### src/rtl/mem_lsu.sv
// mem_lsu: MEM-stage load/store unit. One data-bus transaction per memory op,
// big-endian byte/halfword lane steering, stall request until the result is ready.
// Optional feature macro: LSU_LLSC_EN (enables LL/SC link tracking via LLbit).
module mem_lsu #(
   parameter int unsigned BUS_TIMEOUT = 255
) (
   input  logic        clk,
   input  logic        rst,
   input  logic        mem_wreg_i,
   input  logic [4:0]  mem_wd_i,
   input  logic [31:0] mem_wdata_i,
   input  logic        mem_whilo_i,
   input  logic [31:0] mem_hi_i,
   input  logic [31:0] mem_lo_i,
   input  logic [7:0]  mem_aluop_i,
   input  logic [31:0] mem_addr_i,
   input  logic [31:0] mem_reg2_i,
   input  logic [5:0]  stall,
   input  logic        LLbit_i,
   input  logic        wb_LLbit_we,
   input  logic        wb_LLbit_value,
   input  logic        dbus_ack,
   input  logic [31:0] dbus_rdata,
   output logic        dbus_req,
   output logic        dbus_we,
   output logic [31:0] dbus_addr,
   output logic [3:0]  dbus_sel,
   output logic [31:0] dbus_wdata,
   output logic        mem_wreg,
   output logic [4:0]  mem_wd,
   output logic [31:0] mem_wdata,
   output logic        mem_whilo,
   output logic [31:0] mem_hi,
   output logic [31:0] mem_lo,
   output logic        mem_LLbit_we,
   output logic        mem_LLbit_value,
   output logic        mem_addr_err,
   output logic        mem_bus_err,
   output logic        stallreq
);

   localparam int unsigned    CNT_W   = 8;
   localparam logic [CNT_W-1:0] TIMEOUT = CNT_W'(BUS_TIMEOUT);
   localparam logic           NO_STOP = 1'b0;

   localparam logic [7:0] OP_LB  = 8'b1110_0000;
   localparam logic [7:0] OP_LBU = 8'b1110_0100;
   localparam logic [7:0] OP_LH  = 8'b1110_0001;
   localparam logic [7:0] OP_LHU = 8'b1110_0101;
   localparam logic [7:0] OP_LW  = 8'b1110_0011;
   localparam logic [7:0] OP_LL  = 8'b1111_0000;
   localparam logic [7:0] OP_SB  = 8'b1110_1000;
   localparam logic [7:0] OP_SH  = 8'b1110_1001;
   localparam logic [7:0] OP_SW  = 8'b1110_1011;
   localparam logic [7:0] OP_SC  = 8'b1111_1000;

   typedef enum logic [1:0] {IDLE, ACCESS, HOLD} state_t;

   state_t           state;
   logic [CNT_W-1:0] cnt;
   logic [31:0]      rdata_q;

   // Instruction context captured at issue so the bus and result stay stable while busy
   logic [7:0]  op_q;
   logic [31:0] addr_q, reg2_q, wdata_q, hi_q, lo_q;
   logic [4:0]  wd_q;
   logic        wreg_q, whilo_q;

   logic        busy;
   logic [7:0]  c_op;
   logic [31:0] c_addr, c_reg2, c_wdata, c_hi, c_lo;
   logic [4:0]  c_wd;
   logic        c_wreg, c_whilo;

   assign busy    = (state != IDLE);
   assign c_op    = busy ? op_q    : mem_aluop_i;
   assign c_addr  = busy ? addr_q  : mem_addr_i;
   assign c_reg2  = busy ? reg2_q  : mem_reg2_i;
   assign c_wdata = busy ? wdata_q : mem_wdata_i;
   assign c_hi    = busy ? hi_q    : mem_hi_i;
   assign c_lo    = busy ? lo_q    : mem_lo_i;
   assign c_wd    = busy ? wd_q    : mem_wd_i;
   assign c_wreg  = busy ? wreg_q  : mem_wreg_i;
   assign c_whilo = busy ? whilo_q : mem_whilo_i;

   logic is_load, is_store, is_signed, size_b, size_h, is_ll, is_sc, is_mem, misalign;

   // Opcode decode into access class and size
   always_comb begin
      is_load   = 1'b0;
      is_store  = 1'b0;
      is_signed = 1'b0;
      size_b    = 1'b0;
      size_h    = 1'b0;
      is_ll     = 1'b0;
      is_sc     = 1'b0;
      case (c_op)
         OP_LB:   begin is_load = 1'b1; size_b = 1'b1; is_signed = 1'b1; end
         OP_LBU:  begin is_load = 1'b1; size_b = 1'b1; end
         OP_LH:   begin is_load = 1'b1; size_h = 1'b1; is_signed = 1'b1; end
         OP_LHU:  begin is_load = 1'b1; size_h = 1'b1; end
         OP_LW:   is_load = 1'b1;
         OP_LL:   begin is_load = 1'b1; is_ll = 1'b1; end
         OP_SB:   begin is_store = 1'b1; size_b = 1'b1; end
         OP_SH:   begin is_store = 1'b1; size_h = 1'b1; end
         OP_SW:   is_store = 1'b1;
         OP_SC:   begin is_store = 1'b1; is_sc = 1'b1; end
         default: ;
      endcase
   end

   assign is_mem   = is_load | is_store;
   assign misalign = size_h ? c_addr[0] : (!size_b && (c_addr[1:0] != 2'b00));

   logic [3:0]  sel;
   logic [31:0] st_data, rword, ld_data;
   logic [7:0]  ld_byte;
   logic [15:0] ld_half;

   // Big-endian lane select and store-data replication
   always_comb begin
      if (size_b) begin
         sel     = 4'b1000 >> c_addr[1:0];
         st_data = {4{c_reg2[7:0]}};
      end else if (size_h) begin
         sel     = c_addr[1] ? 4'b0011 : 4'b1100;
         st_data = {2{c_reg2[15:0]}};
      end else begin
         sel     = 4'b1111;
         st_data = c_reg2;
      end
   end

   assign rword   = (state == HOLD) ? rdata_q : dbus_rdata;
   assign ld_byte = rword[{~c_addr[1:0], 3'b000} +: 8];
   assign ld_half = rword[{~c_addr[1], 4'b0000} +: 16];

   // Load data extraction with sign/zero extension
   always_comb begin
      if (size_b)      ld_data = is_signed ? {{24{ld_byte[7]}}, ld_byte} : {24'h0, ld_byte};
      else if (size_h) ld_data = is_signed ? {{16{ld_half[15]}}, ld_half} : {16'h0, ld_half};
      else             ld_data = rword;
   end

   logic sc_fail, link_en;
`ifdef LSU_LLSC_EN
   assign sc_fail = is_sc & ~(wb_LLbit_we ? wb_LLbit_value : LLbit_i);
   assign link_en = 1'b1;
`else
   logic unused_llbit;
   assign unused_llbit = LLbit_i ^ wb_LLbit_we ^ wb_LLbit_value;
   assign sc_fail      = 1'b0;
   assign link_en      = 1'b0;
`endif

   logic issue, timeout, done, drive;
   assign issue   = (state == IDLE) && rst && is_mem && !misalign && !sc_fail;
   assign timeout = (state == ACCESS) && (cnt == TIMEOUT);
   assign done    = (state == ACCESS) && !timeout && dbus_ack;
   assign drive   = issue || (rst && (state == ACCESS) && !timeout);

   // FSM, timeout counter, read-data latch and context capture
   always_ff @(posedge clk) begin
      if (!rst) begin
         state   <= IDLE;
         cnt     <= '0;
         rdata_q <= '0;
         op_q    <= '0;
         addr_q  <= '0;
         reg2_q  <= '0;
         wdata_q <= '0;
         hi_q    <= '0;
         lo_q    <= '0;
         wd_q    <= '0;
         wreg_q  <= 1'b0;
         whilo_q <= 1'b0;
      end else begin
         case (state)
            IDLE: if (issue) begin
               state   <= ACCESS;
               cnt     <= '0;
               op_q    <= mem_aluop_i;
               addr_q  <= mem_addr_i;
               reg2_q  <= mem_reg2_i;
               wdata_q <= mem_wdata_i;
               hi_q    <= mem_hi_i;
               lo_q    <= mem_lo_i;
               wd_q    <= mem_wd_i;
               wreg_q  <= mem_wreg_i;
               whilo_q <= mem_whilo_i;
            end
            ACCESS: begin
               if (timeout) begin
                  state <= IDLE;
               end else if (dbus_ack) begin
                  if (is_load) rdata_q <= dbus_rdata;
                  state <= (stall != 6'b000000) ? HOLD : IDLE;
               end else begin
                  cnt <= cnt + CNT_W'(1);
               end
            end
            HOLD: if (stall[4] == NO_STOP) state <= IDLE;
            default: state <= IDLE;
         endcase
      end
   end

   // Bus drive, stall request and result formatting toward mem_wb
   always_comb begin
      mem_wreg        = c_wreg;
      mem_wd          = c_wd;
      mem_wdata       = c_wdata;
      mem_whilo       = c_whilo;
      mem_hi          = c_hi;
      mem_lo          = c_lo;
      mem_LLbit_we    = 1'b0;
      mem_LLbit_value = 1'b0;
      mem_addr_err    = 1'b0;
      mem_bus_err     = 1'b0;
      dbus_req        = 1'b0;
      dbus_we         = 1'b0;
      dbus_addr       = '0;
      dbus_sel        = '0;
      dbus_wdata      = '0;
      stallreq        = issue || (rst && (state == ACCESS) && !timeout && !dbus_ack);
      if (drive) begin
         dbus_req   = 1'b1;
         dbus_we    = is_store;
         dbus_addr  = {c_addr[31:2], 2'b00};
         dbus_sel   = sel;
         dbus_wdata = is_store ? st_data : 32'h0;
      end
      if ((state == IDLE) && is_mem && misalign) begin
         mem_wreg     = 1'b0;
         mem_addr_err = 1'b1;
      end else if ((state == IDLE) && sc_fail) begin
         mem_wreg  = 1'b1;
         mem_wdata = 32'h0;
      end
      if (timeout) begin
         mem_wreg    = 1'b0;
         mem_bus_err = 1'b1;
      end
      if (done || (state == HOLD)) begin
         if (is_load) mem_wdata = ld_data;
         if (is_sc)   mem_wdata = 32'h1;
         mem_LLbit_we    = link_en & (is_ll | is_sc);
         mem_LLbit_value = link_en & is_ll;
      end
   end

endmodule

### config.mk
export PLATFORM = sky130hd
export DESIGN_NAME = mem_lsu
export DESIGN_NICKNAME = d
export VERILOG_FILES = /design/src/rtl/mem_lsu.sv
export SDC_FILE = /design/constraint.sdc
export NUM_CORES = 1
export LEC_CHECK = 0
export BUFFER_PORTS_ARGS = -buffer_cell sky130_fd_sc_hd__buf_2
export CAP_MARGIN = 0
export CORE_UTILIZATION = 30
export CTS_BUF_LIST = sky130_fd_sc_hd__clkbuf_16
export DETAILED_ROUTE_END_ITERATION = 7
export GPL_TIMING_DRIVEN = 0
export SLEW_MARGIN = 20
export SYNTH_ARGS = -nofsm -noshare
export SYNTH_HDL_FRONTEND = slang
export SYNTH_SLANG_ARGS = --single-unit
### constraint.sdc
create_clock -name clk -period 3.3 [get_ports clk]
set_clock_uncertainty 0.05 [all_clocks]
set_input_delay 0.66 -clock clk [delete_from_list [all_inputs] [get_ports clk]]
set_output_delay 0.66 -clock clk [all_outputs]
set_load 0.03 [all_outputs]
; ---- Yosys cells after proc, flatten, opt, wreduce, memory -nomap -nowiden
; Index checks and enable logic that the tools add are counted.
[classes]
n_eq_ne = 18
bitwise_logic = 4
add_sub_neg = 1
mux = 49
n_shift = 3
reduce_logical = 33
[ops]
columns = op, count
row1 = $mux 32, 18
row2 = $eq 8x8->1 const B, 11
row3 = $mux 8, 4
row4 = $shiftx 32x6->16, 1
row5 = $shiftx 32x6->8, 1
row6 = $mux 4, 4
row7 = $pmux 8 s2, 1
row8 = $mux 1, 15
row9 = $logic_and 1x1->1, 12
row10 = $mux 2, 5
row11 = $add 8x1->8 const B, 1
row12 = $ne 2x2->1 const B, 4
row13 = $reduce_and 4->1, 2
row14 = $pmux 2 s3, 1
row15 = $reduce_bool 2->1, 3
row16 = $reduce_bool 6->1, 1
row17 = $reduce_or 3->1, 2
row18 = $reduce_or 6->1, 1
row19 = $mux 5, 1
row20 = $logic_not 1->1, 4
row21 = $reduce_or 4->1, 1
row22 = $shr 4x2->4 const A, 1
row23 = $logic_or 1x1->1, 3
row24 = $ne 3x3->1 const B, 1
row25 = other kinds (9), 10
[word_totals]
output_inout_bits = 178
word_cells = 120
register_bits = 217
inputBits = 219

; ---- Depth between registers and ports, before layout
[logic_depth]
ltp_word = 12
mapped_depth = 11
depth_no_buf = 7

; ---- Least setup slack after synthesis
; OpenSTA, ideal clock, no wires.
[synth_timing]
path_kind = in2out
from = input port mem_aluop_i[0]
to = output port mem_wdata[15]
arrival_ns = 3.114
cell_stages = 7
t_required_ns = 2.590
n_path_buf = 2
slack_ns = -0.524
cell_sequence = mux2_1 > o32ai_1 > o311ai_1 > or2_1 > clkbuf_1 > clkbuf_1 > o41ai_1
[synth_via]
elab_chain_len = 9
elab_cells_between_ends = 25
cone_classes = 9 x eq/ne / 12 x mux / 4 x reduce/logical
[synth_rtl]
columns = element, line
row1 = start: declaration, 15  ; input logic [7:0] mem_aluop_i,
row2 = $mux 8 (*), 76  ; assign c_op = busy ? op_q : mem_aluop_i;
row3 = $eq 8x8->1, 97  ; case (c_op)
row4 = $reduce_or 3->1 (no source line) or $reduce_or 2->1 (tied branches), n/a
row5 = $mux 1, 97
row6 = $mux 32 (on tied branches), "141, 140"
row7 = $mux 32, 140  ; if (size_b) ld_data = is_signed ? {{24{ld_byte[7]}}, ld_byte} : {24'h0, ld_byte};
row8 = $mux 32, 245  ; if (is_load) mem_wdata = ld_data;
row9 = $mux 32 (*), 246  ; if (is_sc) mem_wdata = 32'h1;
row10 = $mux 32 (*), 244  ; if (done || (state == HOLD)) begin
row11 = end: declaration, 31  ; output logic [31:0] mem_wdata,
; Mark *: on every way between the ends. The rest lies on a longest branch, timed or not.

; ---- Worst setup path after layout
[layout_timing]
from = register state[0]
to = output port dbus_addr[20]
[layout_via]
elab_chain_len = 12
elab_cells_between_ends = 38
cone_classes = 11 x eq/ne / 8 x mux / 1 x bitwise / 18 x reduce/logical
[layout_rtl]
columns = element, line
row1 = start: declaration, 59  ; state_t state;
row2 = start signal: assignment, 197  ; state <= (stall != 6'b000000) ? HOLD : IDLE;
row3 = $reduce_bool 2->1, 75  ; assign busy = (state != IDLE);
row4 = $mux 8, 76
row5 = $eq 8x8->1, 97
row6 = $reduce_or 3->1 (no source line), n/a
row7 = $mux 1, 97
row8 = $logic_not 1->1, 113  ; assign misalign = size_h ? c_addr[0] : (!size_b && (c_addr[1:0] != 2'b00));
row9 = $logic_and 1x1->1, 113
row10 = $mux 1, 113
row11 = $logic_not 1->1, 157  ; assign issue = (state == IDLE) && rst && is_mem && !misalign && !sc_fail;
row12 = $logic_and 1x1->1, 157
row13 = $logic_or 1x1->1, 160  ; assign drive = issue || (rst && (state == ACCESS) && !timeout);
row14 = $mux 32 (*), 226  ; if (drive) begin
row15 = end: declaration, 26  ; output logic [31:0] dbus_addr,
; Marks and branches as above.

==> metrics.txt <==
# TYPE chip_impl_metric gauge
chip_impl_info{name="synth_area_leader_cell",value="sky130_fd_sc_hd__dfxtp_1"} 1
chip_impl_metric{name="grt_pass1_vias",unit=""} 14440
chip_impl_metric{name="rows",unit=""} 76
chip_impl_metric{name="worst-endpoint-required",unit="ns"} 2.59
chip_impl_metric{name="design_power_total",unit="W"} 0.007059
chip_impl_metric{name="clock_insertion_delay_worst_skew",unit="ns"} 0.57
chip_impl_metric{name="max-cap-violations",unit=""} 0
chip_impl_metric{name="critical_path.max_fanout",unit=""} 6
chip_impl_metric{name="grt_overflow",unit=""} 0
chip_impl_metric{name="post_drt_via_cell_ratio",unit=""} 5.233
chip_impl_info{name="cts_root_buf",value="sky130_fd_sc_hd__clkbuf_16"} 1
chip_impl_metric{name="initial_antenna_violation_count",unit=""} 11
chip_impl_metric{name="leakage",unit="nW"} 8.869
chip_impl_metric{name="ff_latch_area",unit="sq um"} 4348
chip_impl_metric{name="largest_net_degree_at_the_start_of_global_routing",unit=""} 14
chip_impl_metric{name="syn_area_per_cell",unit="sq um"} 7.596
chip_impl_metric{name="drive_gt1_share",unit="%"} 38.27
chip_impl_metric{name="grt_first_pass_wirelength",unit="mm"} 86.68
chip_impl_metric{name="cts_buffers",unit=""} 28
chip_impl_metric{name="area.growth.synth_to_final",unit="%"} 60.86
chip_impl_metric{name="synth_edf_count",unit=""} 0
chip_impl_metric{name="timing.setup.tns",unit="ns"} -59.72
chip_impl_metric{name="worst-slew-pin-transition",unit="ns"} 0.9243
chip_impl_metric{name="comb_power_share",unit="%"} 17.7
chip_impl_info{name="failed_checks",value="negative setup slack"} 1
chip_impl_metric{name="gpl.final_weighted_congestion",unit=""} 0.9112
chip_impl_metric{name="synthesis.instances",unit=""} 1752
chip_impl_metric{name="fin_crit",unit="ns"} 3.893
chip_impl_metric{name="total_of_warnings_raised_by_yosys",unit=""} 0
chip_impl_metric{name="smallest_setup_slack_after_layout",unit="ns"} -0.5926
chip_impl_metric{name="multi_input_comb_area",unit="sq um"} 9932
chip_impl_metric{name="p_int",unit="W"} 0.005017
chip_impl_info{name="unrepaired_setup_endpoints_after_global_routing",value="true"} 1
chip_impl_metric{name="cts.hold.buffers_added",unit=""} 0
chip_impl_metric{name="die-width",unit="um"} 212.6
chip_impl_metric{name="portBuffers",unit=""} 389
chip_impl_metric{name="synth_largest_type_area_fraction",unit="%"} 32.64
chip_impl_metric{name="die_y",unit="um"} 212.6
chip_impl_metric{name="dp_hpwl",unit="mm"} 43.63
chip_impl_metric{name="synth-seq-cells",unit=""} 217
chip_impl_metric{name="timing.slew.headroom",unit="%"} 38.38
chip_impl_metric{name="drt.antenna.violating_nets",unit=""} 0
chip_impl_metric{name="clkTransAtPathRegs",unit="ns"} 0.06
chip_impl_info{name="primary_ff_master_synth",value="sky130_fd_sc_hd__dfxtp_1"} 1
chip_impl_metric{name="pre_cts_ws",unit="ns"} -1.214
chip_impl_metric{name="final_min_period_over_clock_period",unit="%"} 118.0
chip_impl_metric{name="synth_cell_type_count",unit=""} 67
chip_impl_metric{name="synth_seq_area_share",unit="%"} 32.64
chip_impl_info{name="worstSetupStartpointType",value="flop"} 1
chip_impl_metric{name="drt-wirelength-per-cell",unit="um"} 21.20
chip_impl_metric{name="grt_util_all_layers",unit="%"} 25.20
chip_impl_metric{name="power_per_cell_area",unit="nW/um^2"} 329.7
chip_impl_metric{name="timing_max_transition_violations_final",unit=""} 0
chip_impl_metric{name="pwr-share-seq",unit="%"} 37.3
chip_impl_metric{name="io-pin-count",unit=""} 397
chip_impl_metric{name="detailed_route_via_count",unit=""} 15130
chip_impl_metric{name="ffs_w_async_s_r_synth",unit="%"} 0
chip_impl_metric{name="drt_first_pass_iters",unit=""} 6
chip_impl_info{name="hold_class",value="in -> reg"} 1
chip_impl_metric{name="p_switching",unit="W"} 0.002042
chip_impl_metric{name="achievable-frequency",unit="GHz"} 0.2569
chip_impl_metric{name="cts-root-to-sink-buffers",unit=""} 3
chip_impl_metric{name="sinks_on_clock_net",unit=""} 217
chip_impl_metric{name="synth_area",unit="sq um"} 13310
chip_impl_metric{name="worst_ir_drop_vdd",unit="mV"} 0.3563
chip_impl_metric{name="floorplan.initialDensity",unit="%"} 30.63
chip_impl_metric{name="core_area",unit="sq um"} 43460
chip_impl_metric{name="cp.arrival",unit="ns"} 3.18
chip_impl_metric{name="finalHoldViolations",unit=""} 0
chip_impl_metric{name="fin_nets",unit=""} 2503
chip_impl_metric{name="ctsHtreeMaxLevel",unit=""} 1
chip_impl_metric{name="final_core_util",unit="%"} 49.27
chip_impl_metric{name="die-area",unit="sq um"} 45210
chip_impl_metric{name="power.clock.fraction",unit="%"} 44.9
chip_impl_info{name="cell_types_with_the_largest_area_share_after_synthesis",value="sky130_fd_sc_hd__dfxtp_1 33%, sky130_fd_sc_hd__mux2i_1 20%, sky130_fd_sc_hd__nand2_1 19%, sky130_fd_sc_hd__clkbuf_1 2.6%, sky130_fd_sc_hd__nor2b_1 2.4%"} 1
chip_impl_metric{name="drt_iter0_markers",unit=""} 1109
chip_impl_info{name="run_status",value="finished, violations left"} 1
chip_impl_metric{name="wirelength",unit="mm"} 61.30
chip_impl_metric{name="nFillCells",unit=""} 4102
chip_impl_info{name="critPathKind",value="reg -> out"} 1
chip_impl_info{name="cts_tree",value="done"} 1
chip_impl_metric{name="sw_frac_of_total",unit="%"} 28.93
chip_impl_metric{name="route.detailed.drc",unit=""} 0
chip_impl_metric{name="setup_violations",unit=""} 173
chip_impl_info{name="critical_path.endpoint_type",value="output port"} 1
[placed cells by master, fill, tap and decap left out, drive strengths merged, types with 33 or more instances in the layout]
cell    instances
nor2           79
a21oi          33
nand2         676
nand3          35
clkbuf        115
nor4           35
buf           561
mux2i         266
nor2b          51
dfxtp         217
[Yosys cell counts (7+ instances only)]
library cell               instances
sky130_fd_sc_hd__nor3_1           11
sky130_fd_sc_hd__a311oi_1         24
sky130_fd_sc_hd__nand3_1          35
sky130_fd_sc_hd__nor2b_1          51
sky130_fd_sc_hd__o21ai_0          20
sky130_fd_sc_hd__o22ai_1          14
sky130_fd_sc_hd__buf_4             8
sky130_fd_sc_hd__clkbuf_1         91
sky130_fd_sc_hd__mux2_2           10
sky130_fd_sc_hd__nor2_1           78
sky130_fd_sc_hd__dfxtp_1         217
sky130_fd_sc_hd__nand2_1         676
sky130_fd_sc_hd__nor4_1           34
sky130_fd_sc_hd__buf_2            28
sky130_fd_sc_hd__buf_6            17
sky130_fd_sc_hd__a211oi_1         21
sky130_fd_sc_hd__mux4_2           14
sky130_fd_sc_hd__a31o_2            7
sky130_fd_sc_hd__a21oi_1          33
sky130_fd_sc_hd__mux2i_1         266
[power by group through the flow]
stage,clock network (W),logic (W),registers (W)
CTS,0.00321,0.00109,0.00263
finish,0.00317,0.00125,0.00264
global route,0.00333,0.00132,0.00263
global placement,0,0.000958,0.00269
detailed placement,0,0.000966,0.00269
floorplan,0,0.000552,0.00269
[per-layer routing]
metal  GRT usage [%]  vias to the layer above  routed length (um)
li1                -                     7028                   -
met1           31.96                     7265               25410
met2           42.00                      696               28740
met3           5.170                      132                4878
met4           9.154                       12                2200
met5               0                        -                  75
[state kept, by name, summed over array words and instances (netlist names)]
signal   cells
addr_q      32
hi_q        32
reg2_q      32
rdata_q     32
cnt          8
wd_q         5
wreg_q       1
wdata_q     32
whilo_q      1
lo_q        32
op_q         8
state        2
[final timing paths]
check | to | startpoint | depth (start not counted) | slack, ns
setup / recovery | dbus_addr[20] | state[0] | 12 | -0.59
hold / removal | hi_q[1] | mem_hi_i[1] | 3 | 0.30
hold reg to reg | addr_q[20] | addr_q[20] | 2 | 0.41
setup reg to reg | wdata_q[25] | state[0] | 15 | 0.06
[critical path: stages, from the launching register on]
cell	delay (ns)
sky130_fd_sc_hd__dfxtp_2	0.35
sky130_fd_sc_hd__buf_6	0.14
sky130_fd_sc_hd__nor2_4	0.19
sky130_fd_sc_hd__buf_4	0.16
sky130_fd_sc_hd__mux2i_4	0.27
sky130_fd_sc_hd__o31ai_2	0.09
sky130_fd_sc_hd__o211ai_1	0.33
sky130_fd_sc_hd__a31oi_4	0.14
sky130_fd_sc_hd__buf_12	0.19
sky130_fd_sc_hd__buf_4	0.14
sky130_fd_sc_hd__buf_8	0.14
sky130_fd_sc_hd__nor4_4	0.29
sky130_fd_sc_hd__buf_6	0.17
[cells by family after synthesis]
group / count (synthesis) / share of synthesized area [%]
other: 1 / 0.02818
adder cells (fa/ha/maj): 1 / 0.09400
flip-flops: 217 / 32.64
XOR/XNOR: 1 / 0.06582
AO/OA/AOI/OAI: 171 / 9.213
AND/OR/NAND/NOR: 914 / 28.72
buffers and inverters: 155 / 5.819
multiplexers: 292 / 23.42
[stage by stage]
stage / instance area, sq um / cells / hold slack (ns)
2_1_floorplan: 13800 / 1755 / 0.3818
3_3_place_gp: 16480 / 2729 / 0.3900
3_5_place_dp: 16480 / 2729 / 0.3969
4_1_cts: 19500 / 2829 / 0.2765
5_1_grt: 21410 / 2892 / 0.2939
6_report: 21410 / 2892 / 0.3001
[area by class of cell]
cell class / instances / share of cell area [%]
repair buffers: 499 / 19.35
plain buffers: 149 / 6.084
multi-input cells: 1383 / 46.39
flip-flops and latches: 217 / 20.31
diodes: 5 / 0.05844
clock inverters: 20 / 0.9000
inverters: 5 / 0.09935
clock buffers: 29 / 3.390
well taps: 585 / 3.419
[repair_timing]
action                                  CTS  global route
hold endpoints to repair                  0             0
setup buffers                            45            47
resized for setup                       437           406
gates cloned                              7            11
endpoints found under the setup margin  173           173
pin swaps                                32            66
Power figures use the tool's default switching activity.
